## src/rtl/sccb_cfg_master.sv

```systemverilog
// SCCB (I2C-compatible) configuration master.
// Walks a synchronous config ROM and writes every entry to the sensor as a
// 3-phase write: DEV_ID, register address, register data. A ROM word equal to
// DELAY_MARK inserts a DELAY_CYC idle wait; END_MARK ends the table.
// SDA is open-drain: sda_oe=1 pulls the line low, sda_oe=0 releases it.
//
// Ports:
//   clk, reset     system clock, synchronous active-high reset
//   start          single-cycle start pulse (ignored while busy)
//   rom_addr       config ROM address
//   rom_data       {reg_addr, reg_data}, valid one clk after rom_addr changes
//   scl            SCCB clock (push-pull)
//   sda_o, sda_oe  SDA drive value (always 0) and pull-low enable
//   sda_i          SDA pad readback, sampled in the ACK bit
//   busy, done     run in progress / one-cycle end-of-table pulse
//   nack           sticky NACK flag, cleared by an accepted start
//   wr_count       register writes completed in this run
module sccb_cfg_master #(
  parameter int unsigned QUARTER_CYC = 250,
  parameter int unsigned ROM_AW      = 8,
  parameter logic [7:0]  DEV_ID      = 8'h42,
  parameter int unsigned DELAY_CYC   = 1_000_000,
  parameter logic [15:0] DELAY_MARK  = 16'hFFF0,
  parameter logic [15:0] END_MARK    = 16'hFFFF,
  parameter bit          ACK_CHECK   = 1'b1
) (
  input  logic              clk,
  input  logic              reset,
  input  logic              start,
  output logic [ROM_AW-1:0] rom_addr,
  input  logic [15:0]       rom_data,
  output logic              scl,
  output logic              sda_o,
  output logic              sda_oe,
  input  logic              sda_i,
  output logic              busy,
  output logic              done,
  output logic              nack,
  output logic [ROM_AW-1:0] wr_count
);

  localparam int unsigned QW = $clog2(QUARTER_CYC + 1);
  localparam int unsigned DW = $clog2(DELAY_CYC + 1);

  typedef enum logic [3:0] {
    IDLE, FETCH, DELAY, START, BIT, STOP, GAP, ADVANCE, FINISH
  } state_t;

  state_t        state, state_d;
  logic [QW-1:0] qcnt;     // clk count within a quarter
  logic [2:0]    qidx;     // quarter index within the current bus state / bit
  logic          fcnt;     // FETCH cycle 0/1
  logic [DW-1:0] dcnt;
  logic [3:0]    bitcnt;   // 0..7 data bits, 8 = ACK bit
  logic [1:0]    phase;    // 0 = device ID, 1 = register, 2 = data
  logic [23:0]   shift;
  logic          qwrap, bit_end;
  logic          scl_d, sda_oe_d;

  assign qwrap   = (qcnt == QW'(QUARTER_CYC - 1));
  assign bit_end = qwrap && (qidx == 3'd3);

  // Open-drain: the line is only ever pulled low, never driven high.
  assign sda_o = 1'b0;

  always_comb begin
    state_d  = state;
    scl_d    = 1'b1;
    sda_oe_d = 1'b0;
    unique case (state)
      IDLE:    if (start) state_d = FETCH;
      FETCH: begin
        if (fcnt) begin
          if (rom_data == END_MARK)        state_d = FINISH;
          else if (rom_data == DELAY_MARK) state_d = DELAY;
          else                             state_d = START;
        end
      end
      DELAY:   if (dcnt == DW'(DELAY_CYC - 1)) state_d = ADVANCE;
      START: begin
        scl_d    = (qidx < 3'd2);
        sda_oe_d = 1'b1;
        if (bit_end) state_d = BIT;
      end
      BIT: begin
        scl_d    = (qidx == 3'd1) || (qidx == 3'd2);
        sda_oe_d = (bitcnt != 4'd8) && !shift[23];
        if (bit_end && bitcnt == 4'd8 && phase == 2'd2) state_d = STOP;
      end
      STOP: begin
        scl_d    = (qidx != 3'd0);
        sda_oe_d = (qidx < 3'd3);
        if (qwrap && qidx == 3'd4) state_d = GAP;
      end
      GAP:     if (qwrap && qidx == 3'd1) state_d = ADVANCE;
      ADVANCE: state_d = (rom_addr == '1) ? FINISH : FETCH;
      FINISH:  state_d = IDLE;
      default: state_d = IDLE;
    endcase
  end

  always_ff @(posedge clk) begin
    if (reset) begin
      state    <= IDLE;
      qcnt     <= '0;
      qidx     <= '0;
      fcnt     <= 1'b0;
      dcnt     <= '0;
      bitcnt   <= '0;
      phase    <= '0;
      shift    <= '0;
      rom_addr <= '0;
      wr_count <= '0;
      scl      <= 1'b1;
      sda_oe   <= 1'b0;
      busy     <= 1'b0;
      done     <= 1'b0;
      nack     <= 1'b0;
    end else begin
      state  <= state_d;
      scl    <= scl_d;
      sda_oe <= sda_oe_d;
      done   <= 1'b0;

      // All timing counters restart whenever the state changes; inside BIT
      // the quarter index wraps every 4 quarters to frame consecutive bits.
      if (state_d != state) begin
        qcnt <= '0;
        qidx <= '0;
        fcnt <= 1'b0;
        dcnt <= '0;
      end else begin
        fcnt <= 1'b1;
        dcnt <= dcnt + DW'(1);
        if (qwrap) begin
          qcnt <= '0;
          qidx <= (state == BIT && qidx == 3'd3) ? 3'd0 : qidx + 3'd1;
        end else begin
          qcnt <= qcnt + QW'(1);
        end
      end

      unique case (state)
        IDLE: begin
          if (start) begin
            busy     <= 1'b1;
            nack     <= 1'b0;
            wr_count <= '0;
            rom_addr <= '0;
          end
        end
        FETCH:   if (fcnt) shift <= {DEV_ID, rom_data};
        START: begin
          bitcnt <= '0;
          phase  <= '0;
        end
        BIT: begin
          if (ACK_CHECK && bitcnt == 4'd8 && qidx == 3'd1 && qwrap && sda_i)
            nack <= 1'b1;
          if (bit_end) begin
            if (bitcnt == 4'd8) begin
              bitcnt <= '0;
              phase  <= phase + 2'd1;
            end else begin
              bitcnt <= bitcnt + 4'd1;
              shift  <= {shift[22:0], 1'b0};
            end
          end
        end
        STOP:    if (qwrap && qidx == 3'd4) wr_count <= wr_count + ROM_AW'(1);
        ADVANCE: if (rom_addr != '1) rom_addr <= rom_addr + ROM_AW'(1);
        FINISH: begin
          done <= 1'b1;
          busy <= 1'b0;
        end
        default: ;
      endcase
    end
  end

endmodule

```

## config.mk

```make
export PLATFORM = sky130hd
export DESIGN_NAME = sccb_cfg_master
export DESIGN_NICKNAME = d
export VERILOG_FILES = /design/src/rtl/sccb_cfg_master.sv
export SDC_FILE = /design/constraint.sdc
export NUM_CORES = 1
export LEC_CHECK = 0
export ABC_AREA = 0
export CORE_MARGIN = 2
export CORE_UTILIZATION = 42
export DETAILED_ROUTE_END_ITERATION = 7
export PLACE_DENSITY = 0.66
export SYNTH_ARGS = -nofsm -noshare
export SYNTH_HDL_FRONTEND = slang
export SYNTH_SLANG_ARGS = --single-unit
```

## constraint.sdc

```tcl
create_clock -name clk -period 6.05 [get_ports clk]
set_input_delay 1.21 -clock clk [delete_from_list [all_inputs] [get_ports clk]]
set_output_delay 1.21 -clock clk [all_outputs]
set_load 0.03 [all_outputs]
```

==> impl_results.md <==
* Critical path peak fanout at 33
* Via count at 3691
* Setup TNS Final at 0 ns
* First-pass GRT wire length at 16500 um
* Cell Count, Final, Fillers Out at 665
* H-Tree Depth at 3
* Synth-to-layout area growth at 16.3%
* Avg Inst Size Synth at 8.61 um2
* Top-Level Pins at 42
* Post-Syn Area at 0.00432 mm2
* Area contributors post-synth: dfxtp_1 (40%), nor2_1 (5.2%), a211oi_1 (5.0%), nand2_1 (4.9%), xor2_1 (4.7%)
* Chip Width at 105 um
* Element type at the critical path end: register
* Residual DRC at 0
* Post-layout util at 49.6%
* Max incr delay on CP at 1.03 ns
* Max Freq at 0.269 GHz
* Routed len/inst at 14.2 um
* Sequential fraction of the synthesis area at 40.3%
* Minimum clock period at 3.72 ns
* Clock tree from TritonCTS: yes
* # fillers at 963
* Post-CTS Setup Bufs at 0
* Required time of the critical path at 6.29 ns
* Initial Util at 42.6%
* Hold Path Depth at 2
* Inst Count DP at 649
* Mapped Cells at 502
* Worst Setup EP: qcnt[1]
* Largest net degree at the start of global routing at 42
* Setup crit start: rom_data[0]
* Starting DRT DRC Count at 204
* Critical path class: primary input to register
* Worst Max-Slew Pin Slew at 1.23 ns
* Area leader, netlist: dfxtp_1
* Post-synth ARST share at 0%
* Footprint of the multi-input gates at 0.00241 mm2
* Worst skew pair latency at 0.36 ns
* Post-synth top area share at 40.3%
* Worst path depth at 6
* Vias in the first global route at 3555
* Most frequently used flop master after synthesis: dfxtp_1
* Maxcap violations at 0
* Post-Route Skew at 0.00792 ns
* # diodes at 0
* Worst setup SP type: primary input
* Initial antenna violation count at 0
* Worst vdd ir at 0.113 mV
* Die area at 0.0111 mm2
* Max Root-Sink Buffers at 2
* Ratio of cells with drive above 1 in the final layout at 6.62%
* Core ar. at 0.0101 mm2
* Max_slew headroom at 18.3%
* Worst hold start: nack
* LEAKAGE at 0.00168 uW
* Via/cell ratio at 5.55
* Overall Power at 1190 uW
* Path depth of the worst reg2reg path at 5
* Crit path DAT at 3.96 ns
* Yosys reg bits at 87
* Setup-failing EPs final at 0
* TritonCTS sink count at 87
* Number of synthesized flops with an enable pin at 0
* Commonest cells after routing, fill and taps aside: dfxtp_1 (87), nor2_1 (60), nand2_1 (56)
* Max stage delay cell, worst path: or4_1
* RSZ-0062 raised after global routing: false
* Reg2reg end: qcnt[0]
* GRT Total Usage at 18.2%
* Post-synth net total at 534
* Reg area at 0.00174 mm2
* Crit path top cell by count: or4_1
* Synth cell types at 63
* PortBufs at 40
* Final Max Slew Viols at 0
* GR Overflow Total at 0
* Critical path cell sequence: clkdlybuf4s50_1 -> or4_1 -> nand2_1 -> a31oi_1 -> or4_1 -> a2111oi_0
* RD Place Congestion at 0.792
* Crit share post-route at 61.5%
* Final HPWL DP at 6460 um
* Fin Hold WS at 0.469 ns
* DRT antenna net count at 0
* Die H at 105 um
* Cell family with the largest share of critical-path delay: simple AND/OR/NAND/NOR gates
* Status: completed
* Bufs and invs on worst path at 1
* Hold buffer count at CTS at 0
* Cts repair resizes at 0
* # rows at 37
* Root buffer cell: clkbuf_8
* Number of CTS-inserted buffers at 9
* Clock slew seen by the registers of the worst setup and hold paths at 0.09 ns
* Worst min path class: register to register
* Power per cell area at 238 mW/mm2
* Final Hold Viols at 0
* Flop2flop setup slack at 2.85 ns
* RR Startpoint: state[1]
* Final nets at 556
* Syn. warnings at 0
* DRT Wirelength at 9410 um
* Most common cell after layout, fill and taps aside: dfxtp_1
* Pre-antenna DRT Iters at 4
-- state kept, by name (all words and copies together) (netlist names) --
| register | count |
|---|---|
| shift | 24 |
| dcnt | 20 |
| qcnt | 8 |
| rom_addr | 8 |
| wr_count | 8 |
| bitcnt | 4 |
| state | 4 |
| qidx | 3 |
| phase | 2 |
| busy | 1 |
| done | 1 |
| fcnt | 1 |
| nack | 1 |
| scl | 1 |
| sda_oe | 1 |
-- cell usage after synthesis (all sizes together) (3+ instances only) --
library cell and count:
xnor2 11, nand3 23, clkbuf 20, or4b 3, xor2 23, nor2 60
nand2b 3, inv 7, o21ai 10, nand3b 4, dfxtp 87, or3 3
a211oi 30, ha 12, a22oi 8, a21oi 23, o211ai 3, nand4 13
nand2 56, or4 3, nor3 10, o22ai 3, and2 3, o2111ai 5
buf 13, a2111oi 6, and4 3, and3 10, a311oi 15
-- cell families (layout without fill, tap and decap cells) --
| family | after synthesis | in the layout | share of synthesized area (%) |
|---|---|---|---|
| simple gates | 210 | 210 | 24.7 |
| compound gates | 114 | 114 | 19.7 |
| flops | 87 | 87 | 40.3 |
| buf+inv | 41 | 68 | 4.20 |
| xor+xnor | 34 | 34 | 6.89 |
| fa+ha+maj | 12 | 12 | 3.47 |
| mux | 3 | 3 | 0.724 |
| other cells | 1 | 1 | 0.0867 |
-- worst min-delay path, delay by kind of cell, from the launching register on --
family | cells | cell delay [ns]
AO/OA/AOI/OAI | 1 | 0.05
flip-flops | 1 | 0.33
AND/OR/NAND/NOR | 1 | 0.05
-- power by group --
part	switching (uW)	total (uW)	internal (uW)
Clock	209	485	276
Combinational	69.5	107	37.0
Sequential	15.1	604	589
-- per-layer routing --
metal / part of all wire [%] / wire (um) / track usage [%]
met5: 0 / 0 / 0
met4: 1.2 / 116 / 6.10
met3: 4.1 / 388 / 4.02
met2: 47 / 4470 / 30.1
met1: 47 / 4440 / 23.3
-- per-stage QoR --
step                      instance area, um2  setup WS (ns)
after floorplan                         4320           3.04
after global placement                  4780           2.01
after CTS                               5030           2.34
final                                   5030           2.33
after detailed placement                4780           1.95
after global routing                    5030           2.15
-- cell type report --
type                       count  share of cell area [%]
inverter                       8                   0.597
clock buffer                   9                    2.46
clock inverter                 7                    2.39
timing repair buffer          44                    8.56
sequential                    87                    34.6
multi-input combinational    374                    48.0
tap                          136                    3.38
-- how the worst min path moves through the flow --
stage / to / slack (ns)
floorplan: phase[0] / 0.44
global placement: phase[0] / 0.45
detailed placement: nack / 0.46
CTS: nack / 0.47
global route: shift[12] / 0.50
finish: nack / 0.47
Power figures use the tool's default switching activity.
